$ cat src/rtl/poly_tone_generator.sv
// Multi-channel square-wave tone generator: per-channel half-period dividers gated by
// note commands, a registered popcount mix and a first-order delta-sigma 1-bit output.
module poly_tone_generator #(
  parameter  int unsigned CHANNELS = 4,
  parameter  int unsigned DIV_W    = 16,
  localparam int unsigned CH_W     = (CHANNELS > 1) ? $clog2(CHANNELS) : 1,
  localparam int unsigned MIX_W    = $clog2(CHANNELS + 1)
) (
  input  logic                clk,
  input  logic                rst_n,
  input  logic                cmd_valid,
  output logic                cmd_ready,
  input  logic [1:0]          cmd_op,
  input  logic [CH_W-1:0]     cmd_chan,
  input  logic [DIV_W-1:0]    cmd_period,
  output logic [CHANNELS-1:0] chan_out,
  output logic [CHANNELS-1:0] gate_out,
  output logic [MIX_W-1:0]    mix_out,
  output logic                dsm_out
);

  typedef enum logic [1:0] {
    OP_OFF  = 2'b00,
    OP_ON   = 2'b01,
    OP_SETP = 2'b10,
    OP_RSVD = 2'b11
  } op_e;

  logic                ready_q;
  logic [CHANNELS-1:0] chan_q, chan_d;
  logic [CHANNELS-1:0] gate_q, gate_d;
  logic [DIV_W-1:0]    per_q [CHANNELS];
  logic [DIV_W-1:0]    per_d [CHANNELS];
  logic [DIV_W-1:0]    cnt_q [CHANNELS];
  logic [DIV_W-1:0]    cnt_d [CHANNELS];
  logic [MIX_W-1:0]    mix_q, mix_d;
  logic [CH_W-1:0]     acc_q, acc_d;
  logic                dsm_q, dsm_d;
  logic [MIX_W:0]      sum;
  logic                accept;

  always_comb begin
    accept = cmd_valid && ready_q;
    chan_d = chan_q;
    gate_d = gate_q;
    per_d  = per_q;
    cnt_d  = cnt_q;
    for (int unsigned i = 0; i < CHANNELS; i++) begin
      if (!gate_q[i] || per_q[i] == '0) begin
        cnt_d[i]  = '0;
        chan_d[i] = 1'b0;
      end else if (cnt_q[i] >= per_q[i] - DIV_W'(1)) begin
        cnt_d[i]  = '0;
        chan_d[i] = ~chan_q[i];
      end else begin
        cnt_d[i]  = cnt_q[i] + DIV_W'(1);
      end
      // A command overrides the free-running update (including a pending wrap).
      if (accept && 32'(cmd_chan) == i) begin
        case (op_e'(cmd_op))
          OP_ON: begin
            per_d[i]  = cmd_period;
            cnt_d[i]  = '0;
            chan_d[i] = |cmd_period;  // a zero period note stays silent
            gate_d[i] = 1'b1;
          end
          OP_OFF: begin
            gate_d[i] = 1'b0;
            chan_d[i] = 1'b0;
            cnt_d[i]  = '0;
          end
          OP_SETP: begin
            per_d[i]  = cmd_period;
            cnt_d[i]  = cnt_q[i];
            chan_d[i] = chan_q[i];
          end
          default: ;
        endcase
      end
    end

    mix_d = '0;
    for (int unsigned i = 0; i < CHANNELS; i++) begin
      mix_d = mix_d + MIX_W'(chan_q[i]);
    end

    sum = (MIX_W+1)'(acc_q) + (MIX_W+1)'(mix_q);
    if (sum >= (MIX_W+1)'(CHANNELS)) begin
      dsm_d = 1'b1;
      acc_d = CH_W'(sum - (MIX_W+1)'(CHANNELS));
    end else begin
      dsm_d = 1'b0;
      acc_d = CH_W'(sum);
    end
  end

  always_ff @(posedge clk or negedge rst_n) begin
    if (!rst_n) begin
      ready_q <= 1'b0;
      chan_q  <= '0;
      gate_q  <= '0;
      mix_q   <= '0;
      acc_q   <= '0;
      dsm_q   <= 1'b0;
      for (int unsigned i = 0; i < CHANNELS; i++) begin
        per_q[i] <= '0;
        cnt_q[i] <= '0;
      end
    end else begin
      ready_q <= 1'b1;
      chan_q  <= chan_d;
      gate_q  <= gate_d;
      mix_q   <= mix_d;
      acc_q   <= acc_d;
      dsm_q   <= dsm_d;
      for (int unsigned i = 0; i < CHANNELS; i++) begin
        per_q[i] <= per_d[i];
        cnt_q[i] <= cnt_d[i];
      end
    end
  end

  assign cmd_ready = ready_q;
  assign chan_out  = chan_q;
  assign gate_out  = gate_q;
  assign mix_out   = mix_q;
  assign dsm_out   = dsm_q;

endmodule
$ cat config.mk
export PLATFORM = sky130hd
export DESIGN_NAME = poly_tone_generator
export DESIGN_NICKNAME = d
export VERILOG_FILES = /design/src/rtl/poly_tone_generator.sv
export SDC_FILE = /design/constraint.sdc
export NUM_CORES = 1
export LEC_CHECK = 0
export CORE_MARGIN = 2
export CORE_UTILIZATION = 55
export CTS_BUF_LIST = sky130_fd_sc_hd__clkbuf_16
export DETAILED_ROUTE_END_ITERATION = 10
export GPL_TIMING_DRIVEN = 0
export PLACE_DENSITY_LB_ADDON = 0.08
export SETUP_SLACK_MARGIN = 0.02
export SLEW_MARGIN = 20
export SYNTH_ARGS = -nofsm -noshare
export SYNTH_HDL_FRONTEND = slang
export SYNTH_SLANG_ARGS = --single-unit
$ cat constraint.sdc
create_clock -name clk -period 10.3 [get_ports clk]
set_input_delay 2.06 -clock clk [delete_from_list [all_inputs] [get_ports clk]]
set_output_delay 2.06 -clock clk [all_outputs]
set_load 0.005 [all_outputs]
==> flow_summary.yaml <==
sta:
  finalCritPeriodShare: 0.426
  finalClockSkew_ps: 6.42
  fin_setup_tns_ps: 0
  finalHoldViolCount: 0
  setup_viol: 0
  whs_ps: 500
  finalCriticalPeriod_ps: 4390
  rsz0062_at_grt: "no"
  worst_pin_slew_ps: 632
  slew_headroom: 0.575
  fmax_mhz: 228
  finalMaxSlewViolations: 0
setup_path:
  critPathSlowestCell: "or4b_2"
  critPathCaptureType: "flip-flop"
  crit_family: "simple AND/OR/NAND/NOR gates"
  startpoint_type: "primary input"
  cp_data_arrival_time_ps: 4730
  critical_path_peak_fanout: 6
  critPathBufInv: 2
  crit_chain: "clkdlybuf4s50_1 -> inv_1 -> ha_1 -> or2_2 -> a21boi_0 -> o41a_1 -> or4b_2 -> o211ai_1"
  required_ps: 10640
  crit_type: "in -> reg"
  slowest_delay_ps: 630
global_routing:
  grt_pass1_wl_mm: 35.4
  grt_usage: 0.253
  grt-ovfl-total: 0
  grt_pass1_vias: 7190
  antenna_found_initial: 0
  grt_max_degree: 105
cts:
  clock_latency_ps: 430
  cts.clk_slew.worst_paths_ps: 60
  postCtsHoldBufs: 0
  cts_buffer_depth: 2
  cts_tree: "done"
  clock_sinks: 143
  cts_setup_buffers: 0
  cts_resized: 0
  cts_root_buf: "clkbuf_16"
  htreeDepth: 4
  cts_made_buffers: 17
place:
  place.gp.congestion: 0.858
  dpl.hpwl_mm: 15.4
  placed_cells: 1140
  numPortBuffers: 35
power:
  p_leak_nw: 4.36
  p_total_mw: 1.87
  power_density_nw_per_um2: 184
  ir_drop_uv: 154
worst_hold_path:
  worstHoldPathType: "reg -> reg"
detailed_routing:
  dr.pass1.iters: 5
  wire_per_inst_um: 17.7
  drt-vias-per-instance: 6.01
  vias: 7047
  dr.first_iter.drc_count: 437
  finalWirelength_mm: 20.7
  ant_nets: 0
  drc: 0
floorplan:
  coreArea_um2: 15900
  rows: 46
  start_util: 0.562
  die_y_um: 131
  io-pin-count: 36
  dieWidth_um: 131
  die_area_um2: 17300
outcome:
  status: "complete, no violations"
finish:
  antenna_cells: 0
  num-nets-final: 1047
  fin_cells: 1172
  drive_above_1_share: 0.119
  area_delta_synth_final_pct: 14.0
synth:
  syn_area_per_cell_um2: 10.1
  synth_seq_area_share: 0.401
  syn_nets: 992
  synth_edf_count: 0
  postSynthCellCount: 888
  synthDistinctLibCells: 70
  yosysWarnings: 0
  synth_area_um2: 8930
  synth-async-reset-ratio: 1.00
  ys_seq_elements: 143
  synth_ff_type: "dfrtp_1"
flow_run:
  drv_cap: 0
==> worst paths after layout <==
check                      cells past startpoint       from          end  slack [ps]
setup / recovery                               8  cmd_op[1]  chan_out[2]        5910
hold / removal                                 1   acc_q[0]     acc_q[0]         500
setup reg to reg                              14  per_q[51]    cnt_q[53]        6080
hold reg to reg                                1   acc_q[0]     acc_q[0]         500
max in group asynchronous                      2      rst_n    per_q[41]        7990
min in group asynchronous                      1      rst_n    cnt_q[60]        1510
==> cells in the mapped netlist, types with 21 or more instances <==
cell type  count  share of area
nand3_1       32          0.018
dfrtp_1      143           0.40
xnor2_1       50          0.049
xor2_1        33          0.032
nand4_1       21          0.015
mux2_2        65          0.082
a21oi_1       43          0.024
nor2_1        49          0.021
nand2_1       77          0.032
nor3_1        30          0.017
ha_1          79           0.11
inv_1         34          0.014
==> cells in the final DEF (no fill, tap or decap), types with 4 or more instances in the layout <==
master and n:
nand3_1 32, or4_1 4, nor2b_1 4, a31oi_1 8, nand4_1 21, o2bb2ai_1 5, xor2_1 33, o21ai_0 19
a22o_1 6, o22ai_1 7, clkdlybuf4s50_1 34, nor3_1 30, a21oi_1 43, nor2_1 49, inv_1 35, a211oi_1 5
a21o_1 5, clkbuf_16 17, nor3b_1 4, nand2_1 77, and4_1 6, xnor2_1 50, and3_1 16, o31ai_1 9
ha_1 79, mux2_2 65, clkbuf_1 17, dfrtp_1 143, a2111oi_0 4, clkinvlp_4 6, nand2b_1 17, nor4_1 19
a211o_1 4, and2_1 8, or3_1 8
==> stage by stage <==
stage / cell area [um2] / setup WS [ps] / utilization
finish: 10200 / 5910 / 0.641
detailed placement: 9580 / 5500 / 0.603
CTS: 10200 / 5980 / 0.641
global placement: 9550 / 1650 / 0.601
floorplan: 8930 / 6450 / -
global route: 10200 / 5750 / 0.641
==> flip-flops by register name, summed over array words and instances, names as in the netlist <==
register,count
acc_q,2
chan_out,4
cmd_ready,1
cnt_q,64
dsm_out,1
gate_out,4
mix_out,3
per_q,64
==> logic make-up after synthesis <==
logic type,count (synthesis),share of synthesized area
buffers and inverters,55,0.0242
and+or+nand+nor,315,0.186
other,1,0.000420
AOI/OAI and AO/OA,145,0.110
DFF,143,0.401
muxes,65,0.0820
adders and majority gates,81,0.115
xor gates and xnor gates,83,0.0814
==> cell type report <==
type | instances | area, um2
Multi-Input combinational cell | 690 | 5130
Tap cell | 216 | 270
Clock buffer | 17 | 425
Clock inverter | 15 | 171
Sequential cell | 143 | 3580
Fill cell | 1338 | 5710
Inverter | 34 | 128
Timing Repair Buffer | 36 | 383
Buffer | 21 | 88.8
==> routing by layer <==
layer / routed length, um / track usage / part of all wire
met5: 0 / 0 / 0
met4: 374 / 0.0767 / 0.018
met1: 9330 / 0.335 / 0.45
met3: 876 / 0.0540 / 0.042
met2: 10100 / 0.418 / 0.49
==> power by group <==
part / leakage [nW] / switching (mW) / internal (mW)
combinational: 2.21 / 0.244 / 0.245
sequential: 1.87 / 0.106 / 0.649
clock: 0.278 / 0.246 / 0.379
total: 4.36 / 0.597 / 1.27
Power figures use the tool's default switching activity.
